$ cat src/rtl/fft_frame_scheduler.sv
// Frame scheduler sharing one streaming FFT core between two sample channels.
// Round-robin per frame, Avalon-ST sink framing with backpressure, per-frame channel tag FIFO.
module fft_frame_scheduler #(
  parameter int DATA_W    = 12,
  parameter int PTS_W     = 14,
  parameter int MAX_PTS   = 8192,
  parameter int MIN_PTS   = 64,
  parameter int TAG_DEPTH = 2
) (
  input  logic              clk,
  input  logic              rst_n,
  input  logic              cfg_enable,
  input  logic [PTS_W-1:0]  cfg_pts,
  input  logic [1:0]        cfg_inverse,
  input  logic [1:0]        ch_valid,
  input  logic [DATA_W-1:0] ch0_data,
  input  logic [DATA_W-1:0] ch1_data,
  output logic [1:0]        ch_ready,
  input  logic              sink_ready,
  output logic              sink_valid,
  output logic              sink_sop,
  output logic              sink_eop,
  output logic [DATA_W-1:0] sink_real,
  output logic [DATA_W-1:0] sink_imag,
  output logic [1:0]        sink_error,
  output logic              inverse,
  output logic [PTS_W-1:0]  fft_pts,
  input  logic              src_valid,
  input  logic              src_ready,
  input  logic              src_eop,
  output logic              out_chan,
  output logic              out_chan_valid,
  output logic              busy,
  output logic [15:0]       frames_done,
  output logic              err_pts,
  output logic              err_eop,
  output logic [1:0]        dbg_state
);

  // Handshake: a sample moves on ch_valid[n] & ch_ready[n] at a rising edge, a sink
  // word on sink_valid & sink_ready; ready latency 0 on both sides.

  localparam int TAG_AW = $clog2(TAG_DEPTH);

  typedef enum logic [1:0] {
    S_IDLE   = 2'd0,
    S_ARB    = 2'd1,
    S_STREAM = 2'd2,
    S_DRAIN  = 2'd3
  } state_t;

  state_t             state, state_next;
  logic               sel;
  logic               last;
  logic [PTS_W-1:0]   count;
  logic [PTS_W-1:0]   pts_m1;
  logic               pts_legal;
  logic               arb_pick;
  logic               arb_ch;
  logic               pts_bad;
  logic               load;
  logic               load_eop;
  logic               sink_xfer;
  logic               eop_xfer;

  logic               tag_mem [TAG_DEPTH];
  logic [TAG_AW-1:0]  wr_ptr;
  logic [TAG_AW-1:0]  rd_ptr;
  logic [TAG_AW:0]    tag_cnt;
  logic               tag_full;
  logic               tag_empty;
  logic               pop_req;
  logic               tag_push;
  logic               tag_pop;

  always_comb begin
    pts_legal = (cfg_pts != '0)
             && ((cfg_pts & (cfg_pts - 1'b1)) == '0)
             && (cfg_pts >= PTS_W'(MIN_PTS))
             && (cfg_pts <= PTS_W'(MAX_PTS));
  end

  assign pts_m1    = fft_pts - 1'b1;
  assign tag_full  = (tag_cnt == (TAG_AW+1)'(TAG_DEPTH));
  assign tag_empty = (tag_cnt == '0);
  assign sink_xfer = sink_valid && sink_ready;
  assign eop_xfer  = sink_xfer && sink_eop;
  assign pop_req   = src_valid && src_ready && src_eop;
  assign tag_push  = arb_pick;
  assign tag_pop   = pop_req && !tag_empty;

  always_ff @(posedge clk) begin
    if (!rst_n) state <= S_IDLE;
    else        state <= state_next;
  end

  always_comb begin
    state_next = state;
    arb_pick   = 1'b0;
    arb_ch     = 1'b0;
    pts_bad    = 1'b0;
    ch_ready   = 2'b00;
    load       = 1'b0;
    load_eop   = 1'b0;
    case (state)
      S_IDLE: begin
        if (cfg_enable) state_next = S_ARB;
      end
      S_ARB: begin
        if (!cfg_enable) begin
          state_next = S_IDLE;
        end else if (!pts_legal) begin
          pts_bad = 1'b1;
        end else if (!tag_full) begin
          // The channel not served last gets first claim on the core.
          if (ch_valid[!last]) begin
            arb_pick = 1'b1;
            arb_ch   = !last;
          end else if (ch_valid[last]) begin
            arb_pick = 1'b1;
            arb_ch   = last;
          end
          if (arb_pick) state_next = S_STREAM;
        end
      end
      S_STREAM: begin
        ch_ready[sel] = !sink_valid || sink_ready;
        load          = ch_valid[sel] && ch_ready[sel];
        load_eop      = (count == pts_m1);
        if (load && load_eop) state_next = S_DRAIN;
      end
      S_DRAIN: begin
        if (eop_xfer) state_next = S_ARB;
      end
      default: state_next = S_IDLE;
    endcase
  end

  always_ff @(posedge clk) begin
    if (!rst_n) begin
      sel         <= 1'b0;
      last        <= 1'b1;
      fft_pts     <= '0;
      inverse     <= 1'b0;
      count       <= '0;
      sink_valid  <= 1'b0;
      sink_sop    <= 1'b0;
      sink_eop    <= 1'b0;
      sink_real   <= '0;
      frames_done <= '0;
      err_pts     <= 1'b0;
      err_eop     <= 1'b0;
    end else begin
      if (arb_pick) begin
        sel     <= arb_ch;
        last    <= arb_ch;
        fft_pts <= cfg_pts;
        inverse <= cfg_inverse[arb_ch];
        count   <= '0;
      end
      // Output register: reload on accept, otherwise empty once the word is taken.
      if (load) begin
        sink_real  <= sel ? ch1_data : ch0_data;
        sink_valid <= 1'b1;
        sink_sop   <= (count == '0);
        sink_eop   <= load_eop;
        count      <= count + 1'b1;
      end else if (sink_xfer) begin
        sink_valid <= 1'b0;
      end
      if (eop_xfer)               frames_done <= frames_done + 16'd1;
      if (pts_bad)                err_pts     <= 1'b1;
      if (pop_req && tag_empty)   err_eop     <= 1'b1;
    end
  end

  always_ff @(posedge clk) begin
    if (!rst_n) begin
      wr_ptr  <= '0;
      rd_ptr  <= '0;
      tag_cnt <= '0;
    end else begin
      if (tag_push) wr_ptr <= wr_ptr + 1'b1;
      if (tag_pop)  rd_ptr <= rd_ptr + 1'b1;
      case ({tag_push, tag_pop})
        2'b10:   tag_cnt <= tag_cnt + 1'b1;
        2'b01:   tag_cnt <= tag_cnt - 1'b1;
        default: tag_cnt <= tag_cnt;
      endcase
    end
  end

  always_ff @(posedge clk) begin
    if (tag_push) tag_mem[wr_ptr] <= arb_ch;
  end

  assign out_chan       = !tag_empty && tag_mem[rd_ptr];
  assign out_chan_valid = !tag_empty;
  assign busy           = (state != S_IDLE);
  assign sink_imag      = '0;
  assign sink_error     = 2'b00;
  assign dbg_state      = state;

endmodule

$ cat config.mk
export PLATFORM = sky130hd
export DESIGN_NAME = fft_frame_scheduler
export DESIGN_NICKNAME = d
export VERILOG_FILES = /design/src/rtl/fft_frame_scheduler.sv
export SDC_FILE = /design/constraint.sdc
export NUM_CORES = 1
export LEC_CHECK = 0
export ABC_AREA = 1
export BUFFER_PORTS_ARGS = -buffer_cell sky130_fd_sc_hd__buf_4
export CAP_MARGIN = 20
export CORE_MARGIN = 4
export CORE_UTILIZATION = 49
export CTS_BUF_LIST = sky130_fd_sc_hd__clkbuf_8
export CTS_CLUSTER_DIAMETER = 60
export CTS_CLUSTER_SIZE = 8
export DETAILED_ROUTE_END_ITERATION = 10
export GPL_ROUTABILITY_DRIVEN = 0
export PLACE_DENSITY = 0.79
export SYNTH_ARGS = -nofsm -noshare
export SYNTH_HDL_FRONTEND = slang
export SYNTH_SLANG_ARGS = --single-unit
$ cat constraint.sdc
create_clock -name clk -period 2 [get_ports clk]
set_clock_uncertainty 0.2 [all_clocks]
set_input_delay 0 -clock clk [delete_from_list [all_inputs] [get_ports clk]]
set_output_delay 0 -clock clk [all_outputs]
set_load 0.02 [all_outputs]
# [After elaboration in Yosys (flattened, before gate mapping)]
# Memory sizes are Yosys's and may differ from the RTL's. A register that Yosys moved wholly into a read port is not among the register bits.
# Index checks and enable logic that the tools add are counted.
[op_classes] addsub=8 n_lt_le_gt_ge=7 n_eq_ne=13 mux=52 bitwise=2 reduce_logical=27
[op_table] op="$mux 1" n=38
[op_table] op="$logic_not 14->1" n=2
[op_table] op="$mux 14" n=2
[op_table] op="$sub 14x1->14 const B" n=2
[op_table] op="$add 16x1->16 const B" n=1
[op_table] op="$mux 2" n=8
[op_table] op="$add 14x1->14 const B" n=1
[op_table] op="$and 14x14->14" n=1
[op_table] op="$eq 14x14->1" n=1
[op_table] op="$ge 14x7->1 const B" n=1
[op_table] op="$le 14x14->1 const B" n=1
[op_table] op="$reduce_bool 14->1" n=1
[op_table] op="$logic_and 1x1->1" n=13
[op_table] op="$mux 12" n=1
[op_table] op="$ne 3x3->1 const B" n=3
[op_table] op="$eq 2x2->1 const B" n=4
[op_table] op="$lt 1x2->1 const B" n=4
[op_table] op="$pmux 2 s4" n=1
[op_table] op="$reduce_bool 2->1" n=4
[op_table] op="$ne 2x2->1 const B" n=3
[op_table] op="$reduce_and 6->1" n=1
[op_table] op="$eq 2x1->1 const B" n=2
[op_table] op="$logic_not 2->1" n=2
[op_table] op="$pmux 2 s2" n=1
[op_table] op="other kinds (8)" n=11
[word_totals] ff_bits=70 mem_bits_rw=2 inputBits=49 output_inout_bits=69 elab_cells=126 memories=1
[mem_list] memory="tag_mem" depth=2 width=1 read_ports=1 rd_ports_with_merged_regs=1 wr=1 line="66" rtl="logic tag_mem [TAG_DEPTH];"

# [Longest topological paths before layout]
# Gate-level depths: netlist (run 1).
[depth] word_depth=15 ltp_mapped=19 mapped_depth_nobuf=18

# [Worst setup path before layout (run 1)]
# Ideal clock, no wire load.
[synth_timing] path_type="register -> register" from="reg state[1] (netlist: dbg_state[1])" to="reg tag_cnt[1]" setup_ps=70 arrival_time_ps=1852 t_required_ps=1730 setup_slack_ps=-122 path_stages_with_launch=13 path_buffers=1 synth_period_minus_slack_ps=2122 cell_sequence="dfxtp_1 -> inv_1 -> ha_1 -> nand2_1 -> inv_1 -> nand2_2 -> buf_2 -> ha_1 -> inv_1 -> nand2_1 -> nor2_1 -> o21ai_0 -> a21oi_1"
[synth_via] elab_chain_len=4 word_cells_on_any_way=6 cone_classes="3 x eq/ne; 2 x mux; 1 x reduce/logical"
[synth_lines] element="start, declared" line="52" rtl="state_t state, state_next;"
[synth_lines] element="start signal, assigned" line="94" rtl="else state <= state_next;"
[synth_lines] element="$eq 2x1->1 *" line="105" rtl="case (state)"
[synth_lines] element="$mux 1 *" line="105"
[synth_lines] element="$eq 2x1->1 or $eq 2x2->1 (tied branches)" line="185" rtl="case ({tag_push, tag_pop})"
[synth_lines] element="$pmux 2 s2 or $reduce_bool 2->1 (tied branches)"
[synth_lines] element="end signal, assigned" line="186" rtl="2'b10: tag_cnt <= tag_cnt + 1'b1;"
[synth_lines] element="end signal, assigned" line="187" rtl="2'b01: tag_cnt <= tag_cnt - 1'b1;"
[synth_lines] element="end signal, assigned" line="188" rtl="default: tag_cnt <= tag_cnt;"
[synth_lines] element="end, declared" line="69" rtl="logic [TAG_AW:0] tag_cnt;"
# Every way passes the cells marked *; elsewhere a longest branch is shown, timed or not.
# A chain may end at the register's enable or synchronous reset.

# [Worst setup path in the final report (run 1)]
[layout_timing] from="reg fft_pts[1]" to="reg state[0] (netlist: dbg_state[0])"
[layout_via] elab_chain_len=5
[layout_lines] element="start, declared" line="27" rtl="output logic [PTS_W-1:0] fft_pts,"
[layout_lines] element="start signal, assigned" line="157" rtl="fft_pts <= cfg_pts;"
[layout_lines] element="$sub 14x1->14" line="83" rtl="assign pts_m1 = fft_pts - 1'b1;"
[layout_lines] element="$eq 14x14->1" line="129" rtl="load_eop = (count == pts_m1);"
[layout_lines] element="$logic_and 1x1->1" line="130" rtl="if (load && load_eop) state_next = S_DRAIN;"
[layout_lines] element="$ne 2x2->1 (no source line)"
[layout_lines] element="$reduce_and 6->1 (no source line)"
# Every way passes these cells.

==> run_results.csv, run 1 <==
group,metric,value,unit
run_status,status,"complete, but fails checks",
run_status,failed_checks,"negative setup slack",
logic_synthesis,netlist_instances,632,
logic_synthesis,yosysTopAreaCellShare,0.3426,
timing,hold_ws,0.06674,ns
setup_path,worst_ep_required_time,2.09,ns
logic_synthesis,synth_area,4149,um^2
logic_synthesis,yosysTopAreaCell,"dfxtp_1",
finish,fin_util,0.7405,
clock_network,cts_tree,"done",
setup_path,r2r_slack,-0.09,ns
setup_path,critPathBufInv,2,
die,rows,33,
setup_path,r2r_start,"fft_pts[1]$_SDFFE_PN0P_",
timing,setup_viol,4,
placement,detailed_place_hpwl,8454,um
die,core,8217,um^2
finish,area_delta_synth_final,46.65,%
min_path,holdCritStartpoint,"src_eop",
drt,viasPerCell,5.209,
logic_synthesis,avgSynthCellArea,6.565,um^2
finish,finish.net_count,871,
timing,rsz0062_at_grt,"true",
clock_network,htreeDepth,3,
clock_network,ctsLongestPathBuffers,2,
global_routing,antenna_found_initial,0,
power,switching_share,0.3160,
logic_synthesis,async_reset_ff_frac,0,
min_path,hp-class,"in2reg",
die,die_y,100.0,um
global_routing,grt_overflow,0,
clock_network,clock-sinks,73,
setup_path,rr_worst_depth,17,
timing,fin_crit,2.092,ns
setup_path,critPathKind,"reg2reg",
timing,maxSlewViolCount,0,
power,ir_drop,0.4476,mV
logic_synthesis,synth_cell_types,34,
drt,wl_per_cell,14.05,um
run,cap_violations,0,
finish,n_fill_cell,624,
power,power_frac_comb,0.250,
setup_path,critPathLaunchType,"flop",
setup_path,path_max_fanout,4,
drt,post-route-drc-count,0,
setup_path,crit_slowest_cell,"dfxtp_2",
min_path,min_to,"rd_ptr$_SDFFE_PN0P_",
drt,num_vias,4803,
power,seqPwrFrac,0.434,
finish,drive_above_1_share,0.2901,
setup_path,cp_cell_sequence,"inv_4 -> ha_4 -> nand2_2 -> inv_2 -> nor2_2 -> nand2_1 -> nor2_1 -> nand2_1 -> nor2_1 -> nand2_1 -> nor2_2 -> nand4_1 -> nand2_1 -> nand2_2 -> nand2_1 -> nand2_1 -> nor2_1",
logic_synthesis,ys_seq_area_frac,0.3571,
power,internal_power,2.541,mW
min_path,hold_depth,5,
clock_network,clk-insertion-delay-late,0.35,ns
die,die_x,100.0,um
clock_network,path_clk_slew,0.08,ns
logic_synthesis,synth-main-ff-cell,"dfxtp_1",
global_routing,grt_start_max_net_pins,41,
global_routing,grt_usage,0.2521,
finish,n_antenna_cell,0,
setup_path,crit_top_cell,"nand2_1",
power,p_per_area,610.6,nW/um^2
placement,io_buffers,103,
setup_path,crit_arrival,2.18,ns
setup_path,cpPeakStageDelay,0.35,ns
logic_synthesis,ys_top_cells_by_area,"dfxtp_1 34%, nand2_1 13%, inv_1 7.1%, nor2_1 6.1%, nand3_1 5.7%",
setup_path,r2r-end,"dbg_state[0]$_SDFFE_PN0P_",
timing,hold_violations,0,
die,die-area,10000,um^2
logic_synthesis,yosys_warnings,0,
timing,fmax,0.4779,GHz
drt,drt_iter0_markers,252,
power,p_leak,2.816,nW
setup_path,cp-end-kind,"flop",
power,power.switching,1.174,mW
die,start_util,0.5049,
setup_path,crit_family,"simple AND/OR/NAND/NOR gates",
drt,finalWirelength,12960,um
global_routing,grt_pass1_vias,4652,
die,io_pins,118,
global_routing,grt_pass1_wl,20780,um
clock_network,cts_buffers,9,
logic_synthesis,ys_seq_elements,73,
power,clkPwrFrac,0.316,
timing,post-route-period-util,1.046,
drt,antenna_left,0,
logic_synthesis,synth_edf_count,2,
drt,firstDrtPassIters,7,
timing,worst_slack,-0.09250,ns
clock_network,cts.root.buffer_cell,"clkbuf_8",
synthesized netlist by cell type, drive strengths merged (4+ instances only):
cell and number:
buf 24, nor3 18, nor2 75, nand3 47
nand2 153, ha 10, xor2 4, inv 80
a21oi 50, xnor2 5, clkbuf 13, nand4 8
a31oi 12, o21ai 47, dfxtp 71
worst max path at each step:
stage                         startpoint                        end  slack, ns  cells after the start
6_report         fft_pts[1]$_SDFFE_PN0P_  dbg_state[0]$_SDFFE_PN0P_      -0.09                     17
5_1_grt          fft_pts[1]$_SDFFE_PN0P_  dbg_state[1]$_SDFFE_PN0P_      -0.29                     17
4_1_cts          fft_pts[0]$_SDFFE_PN0P_  dbg_state[0]$_SDFFE_PN0P_      -0.04                     17
3_5_place_dp                  cfg_pts[0]    tag_cnt[1]$_SDFFE_PN0P_      -0.18                     17
3_3_place_gp                  cfg_pts[2]    tag_cnt[1]$_SDFFE_PN0P_      -0.05                     17
2_1_floorplan  dbg_state[1]$_SDFFE_PN0P_    tag_cnt[1]$_SDFFE_PN0P_      -0.01                     12
layer usage:
layer	wire (um)	global-route usage	vias up	share of wire
met5	0	0	-	0
met4	251	0.07254	0	0.019
met3	903	0.06324	30	0.070
met2	6478	0.4489	189	0.50
met1	5324	0.3000	2213	0.41
li1	-	-	2371	-
sequential cells by signal (all words and copies together) (netlist names), named ones only:
signal       count
inverse          1
tag_cnt          2
last             1
err_pts          1
sink_eop         1
sink_sop         1
frames_done     16
sink_valid       1
count           14
sink_real       12
dbg_state        2
sel              1
tag_mem          2
rd_ptr           1
err_eop          1
wr_ptr           1
fft_pts         14
repair_timing:
item	CTS	global route
pin swaps	7	34
resized for setup	14	52
hold buffers	43	0
hold endpoints to repair	51	0
setup endpoints to repair	3	16
setup buffers	2	14
worst min-delay path, delay by kind of cell:
kind / cells / cell delay [ns]
simple gates: 2 / 0.20
buf+inv: 1 / 0.11
compound gates: 2 / 0.27
power by group through the flow:
stage / clock [mW] / sequential (mW) / combinational, mW
after CTS: 1.18 / 1.60 / 0.888
after global placement: 0 / 1.63 / 0.801
after floorplan: 0 / 1.71 / 0.407
after detailed placement: 0 / 1.63 / 0.821
final: 1.17 / 1.61 / 0.929
after global routing: 1.24 / 1.62 / 1.01
metrics by stage:
| step | setup TNS [ns] | worst slack [ns] | std cells | cell area, um^2 | power, mW |
|---|---|---|---|---|---|
| after floorplan | -0.01249 | -0.01249 | 645 | 4205 | 2.114 |
| after global placement | -0.06526 | -0.04758 | 847 | 5141 | 2.433 |
| after detailed placement | -0.4869 | -0.1761 | 847 | 5141 | 2.453 |
| after CTS | -0.04016 | -0.03831 | 908 | 5822 | 3.677 |
| after global routing | -1.484 | -0.2945 | 922 | 6085 | 3.869 |
| final | -0.2580 | -0.09250 | 922 | 6085 | 3.715 |
cell usage in the layout, fill, tap and decap left out, drive strengths merged, types with 4 or more instances in the layout:
cell type and n:
nand2 153, xnor2 5, dlygate4sd3 43, dfxtp 71
clkbuf 10, nand3 47, o21ai 47, xor2 4
buf 150, conb 14, a21oi 50, nand4 8
clkinv 4, nor3 18, ha 10, a31oi 12
inv 82, nor2 75
cell families after synthesis:
| group | after synthesis | synth area share |
|---|---|---|
| other | 1 | 0.0009038 |
| buffers and inverters | 118 | 0.1258 |
| adders and majority gates | 10 | 0.03016 |
| AOI/OAI and AO/OA | 116 | 0.1523 |
| DFF | 73 | 0.3571 |
| xor gates and xnor gates | 9 | 0.01900 |
| and+or+nand+nor | 305 | 0.3148 |
final cells by class:
cell class | count | area, um^2 | area share
Clock buffer | 10 | 137.6 | 0.02262
Inverter | 81 | 310.3 | 0.05100
Multi-Input combinational cell | 454 | 2376 | 0.3905
Timing Repair Buffer | 193 | 1569 | 0.2579
Clock inverter | 6 | 57.56 | 0.009459
Sequential cell | 73 | 1503 | 0.2470
Tap cell | 105 | 131.4 | 0.02159
(Power assumes the default switching activity.)
==> run 2: changes to the inputs <==
--- a/config.mk
+++ b/config.mk
@@ -15,7 +15,9 @@
 export CTS_CLUSTER_SIZE = 8
 export DETAILED_ROUTE_END_ITERATION = 10
 export GPL_ROUTABILITY_DRIVEN = 0
-export PLACE_DENSITY = 0.79
+export GPL_TIMING_DRIVEN = 0
+export PLACE_DENSITY = 0.9
+export SLEW_MARGIN = 20
 export SYNTH_ARGS = -nofsm -noshare
 export SYNTH_HDL_FRONTEND = slang
 export SYNTH_SLANG_ARGS = --single-unit
==> run 2 against run 1 <==
The run ends with negative hold slack, negative setup slack left; largest cell class unchanged; clock-buffer cell count decreased by 1; setup slack got worse by 0.31 ns; first-iteration DRC count rose to 4.3 times the previous value; clock power grew 10%; critical path type unchanged; flip-flop and latch count unchanged.
==> run_results.csv, run 2 (synthesis gave the netlist of run 1 again) <==
group,metric,value,unit
power,power,3.989,mW
power,clkPwrFrac,0.324,
die,core,8217,um^2
power,internal_power,2.562,mW
setup_path,critPathLaunchType,"flop",
finish,final_cell_mix,"164 x buf_4, 137 x nand2_1, 69 x inv_1, 56 x dfxtp_1, 44 x nor2_1",
global_routing,grt_pass1_wl,24710,um
clock_network,cts_tree,"done",
power,p_per_area,612.9,nW/um^2
global_routing,antenna_found_initial,0,
run_status,status,"complete, but fails checks",
global_routing,grt_usage,0.3066,
die,die_y,100.0,um
power,power_frac_comb,0.273,
timing,maxSlewViolCount,0,
die,io_pins,118,
power,p_leak,2.991,nW
timing,setup_viol,23,
setup_path,worst_ep_required_time,2.06,ns
run,cap_violations,0,
die,rows,33,
global_routing,grt_overflow,0,
drt,antenna_left,0,
finish,n_antenna_cell,0,
placement,detailed_place_hpwl,9138,um
drt,viasPerCell,6.229,
finish,area_delta_synth_final,56.88,%
clock_network,ctsLongestPathBuffers,2,
drt,num_vias,5980,
clock_network,cts.root.buffer_cell,"clkbuf_8",
timing,fin_crit,2.400,ns
power,seqPwrFrac,0.403,
clock_network,clk-insertion-delay-late,0.36,ns
timing,fmax,0.4167,GHz
drt,finalWirelength,19480,um
power,power.switching,1.427,mW
timing,rsz0062_at_grt,"true",
setup_path,path_max_fanout,4,
drt,post-route-drc-count,0,
die,start_util,0.5049,
timing,max-slew-margin-rel,0.5521,
finish,finish.net_count,909,
die,die-area,10000,um^2
setup_path,r2r_slack,-0.40,ns
clock_network,htreeDepth,3,
power,switching_share,0.3578,
clock_network,cts_buffers,9,
clock_network,path_clk_slew,0.09,ns
drt,firstDrtPassIters,11,
timing,worstMarginPinSlew,0.6719,ns
die,die_x,100.0,um
finish,top_register,"frames_done",
global_routing,grt_pass1_vias,5297,
setup_path,cp-end-kind,"flop",
timing,hold_violations,1,
run_status,failed_checks,"negative hold slack, negative setup slack",
timing,fin_setup_tns,-2.875,ns
setup_path,critPathKind,"reg2reg",
timing,hold_ws,-0.03866,ns
clock_network,clock-sinks,73,
timing,post-route-period-util,1.200,
min_path,hp-class,"in2reg",
drt,drt_iter0_markers,1093,
finish,largest_reg_flops,16,
finish,drive_above_1_share,0.3544,
power,ir_drop,0.5957,mV
placement,io_buffers,103,
global_routing,grt_start_max_net_pins,15,
drt,wl_per_cell,20.29,um
setup_path,crit_arrival,2.45,ns
finish,reg_top3,"frames_done: 16 flops, count: 14 flops, fft_pts: 14 flops",
finish,final_common_cell,"buf_4",
timing,worst_slack,-0.3999,ns
-- run 2: cell types whose count changed in the layout (fill, tap and decap cells not counted), moves of 6 or more --
cell / delta
buf_4: +15
buf_6: +10
clkbuf_1: +9
nand2_1: -7
nor2_1: -9
nor2_4: +6
-- run 2: layout make-up --
class | count | area (um^2)
Sequential cell | 73 | 1510
Timing Repair Buffer | 197 | 1607
Inverter | 81 | 310.3
Clock buffer | 9 | 123.9
Buffer | 34 | 221.5
Multi-Input combinational cell | 454 | 2527
Clock inverter | 7 | 77.57
Tap cell | 105 | 131.4
Fill cell | 457 | 1708
-- run 2: power by group through the flow --
stage	logic, mW	registers [mW]	clock network [mW]
2_1_floorplan	0.407	1.71	0
3_3_place_gp	0.795	1.63	0
3_5_place_dp	0.820	1.63	0
4_1_cts	0.903	1.60	1.22
5_1_grt	1.13	1.61	1.35
6_report	1.09	1.61	1.29
-- run 2: metal layers --
layer / share of wire / vias up / global-route usage
met5: 0 / - / 0
met3: 0.12 / 261 / 0.05490
met1: 0.31 / 2602 / 0.3228
met4: 0.10 / 0 / 0.1886
li1: - / 2450 / -
met2: 0.46 / 667 / 0.5623
-- run 2: final timing paths --
kind	to	from	depth (start not counted)
setup / recovery	dbg_state[1]$_SDFFE_PN0P_	fft_pts[9]$_SDFFE_PN0P_	12
hold / removal	err_eop$_SDFFE_PN0P_	src_valid	5
setup reg to reg	dbg_state[1]$_SDFFE_PN0P_	fft_pts[9]$_SDFFE_PN0P_	12
hold reg to reg	fft_pts[1]$_SDFFE_PN0P_	fft_pts[1]$_SDFFE_PN0P_	2
-- run 2: worst max-delay path, cell delays in order (launching register included) --
cell and delay (ns):
dfxtp_1 0.37, inv_1 0.14, nand2_1 0.09, nor3_1 0.32
nand3b_1 0.18, nand2_1 0.10, inv_1 0.04, nor2_1 0.19
nand4_1 0.17, nand2_1 0.16, nand2_2 0.10, nor2_1 0.17
nor2_1 0.07
-- run 2: through the flow --
stage                 util  cell area, um^2  setup WS (ns)  cells
finish              0.7921             6509        -0.3999    960
global route        0.7921             6509        -0.6332    960
CTS                 0.7364             6051        -0.2192    939
detailed placement  0.6219             5110        -0.4461    853
global placement    0.6219             5110        -0.3401    853
floorplan                -             4205       -0.01249    645
-- run 2: timing repair --
item | 4_1_cts | 5_1_grt
resized for setup | 36 | 99
endpoints found under the hold margin | 34 | 3
gates cloned | 0 | 0
hold buffers | 41 | 2
pin swaps | 22 | 39
setup endpoints to repair | 33 | 45
buffers inserted | 31 | 22
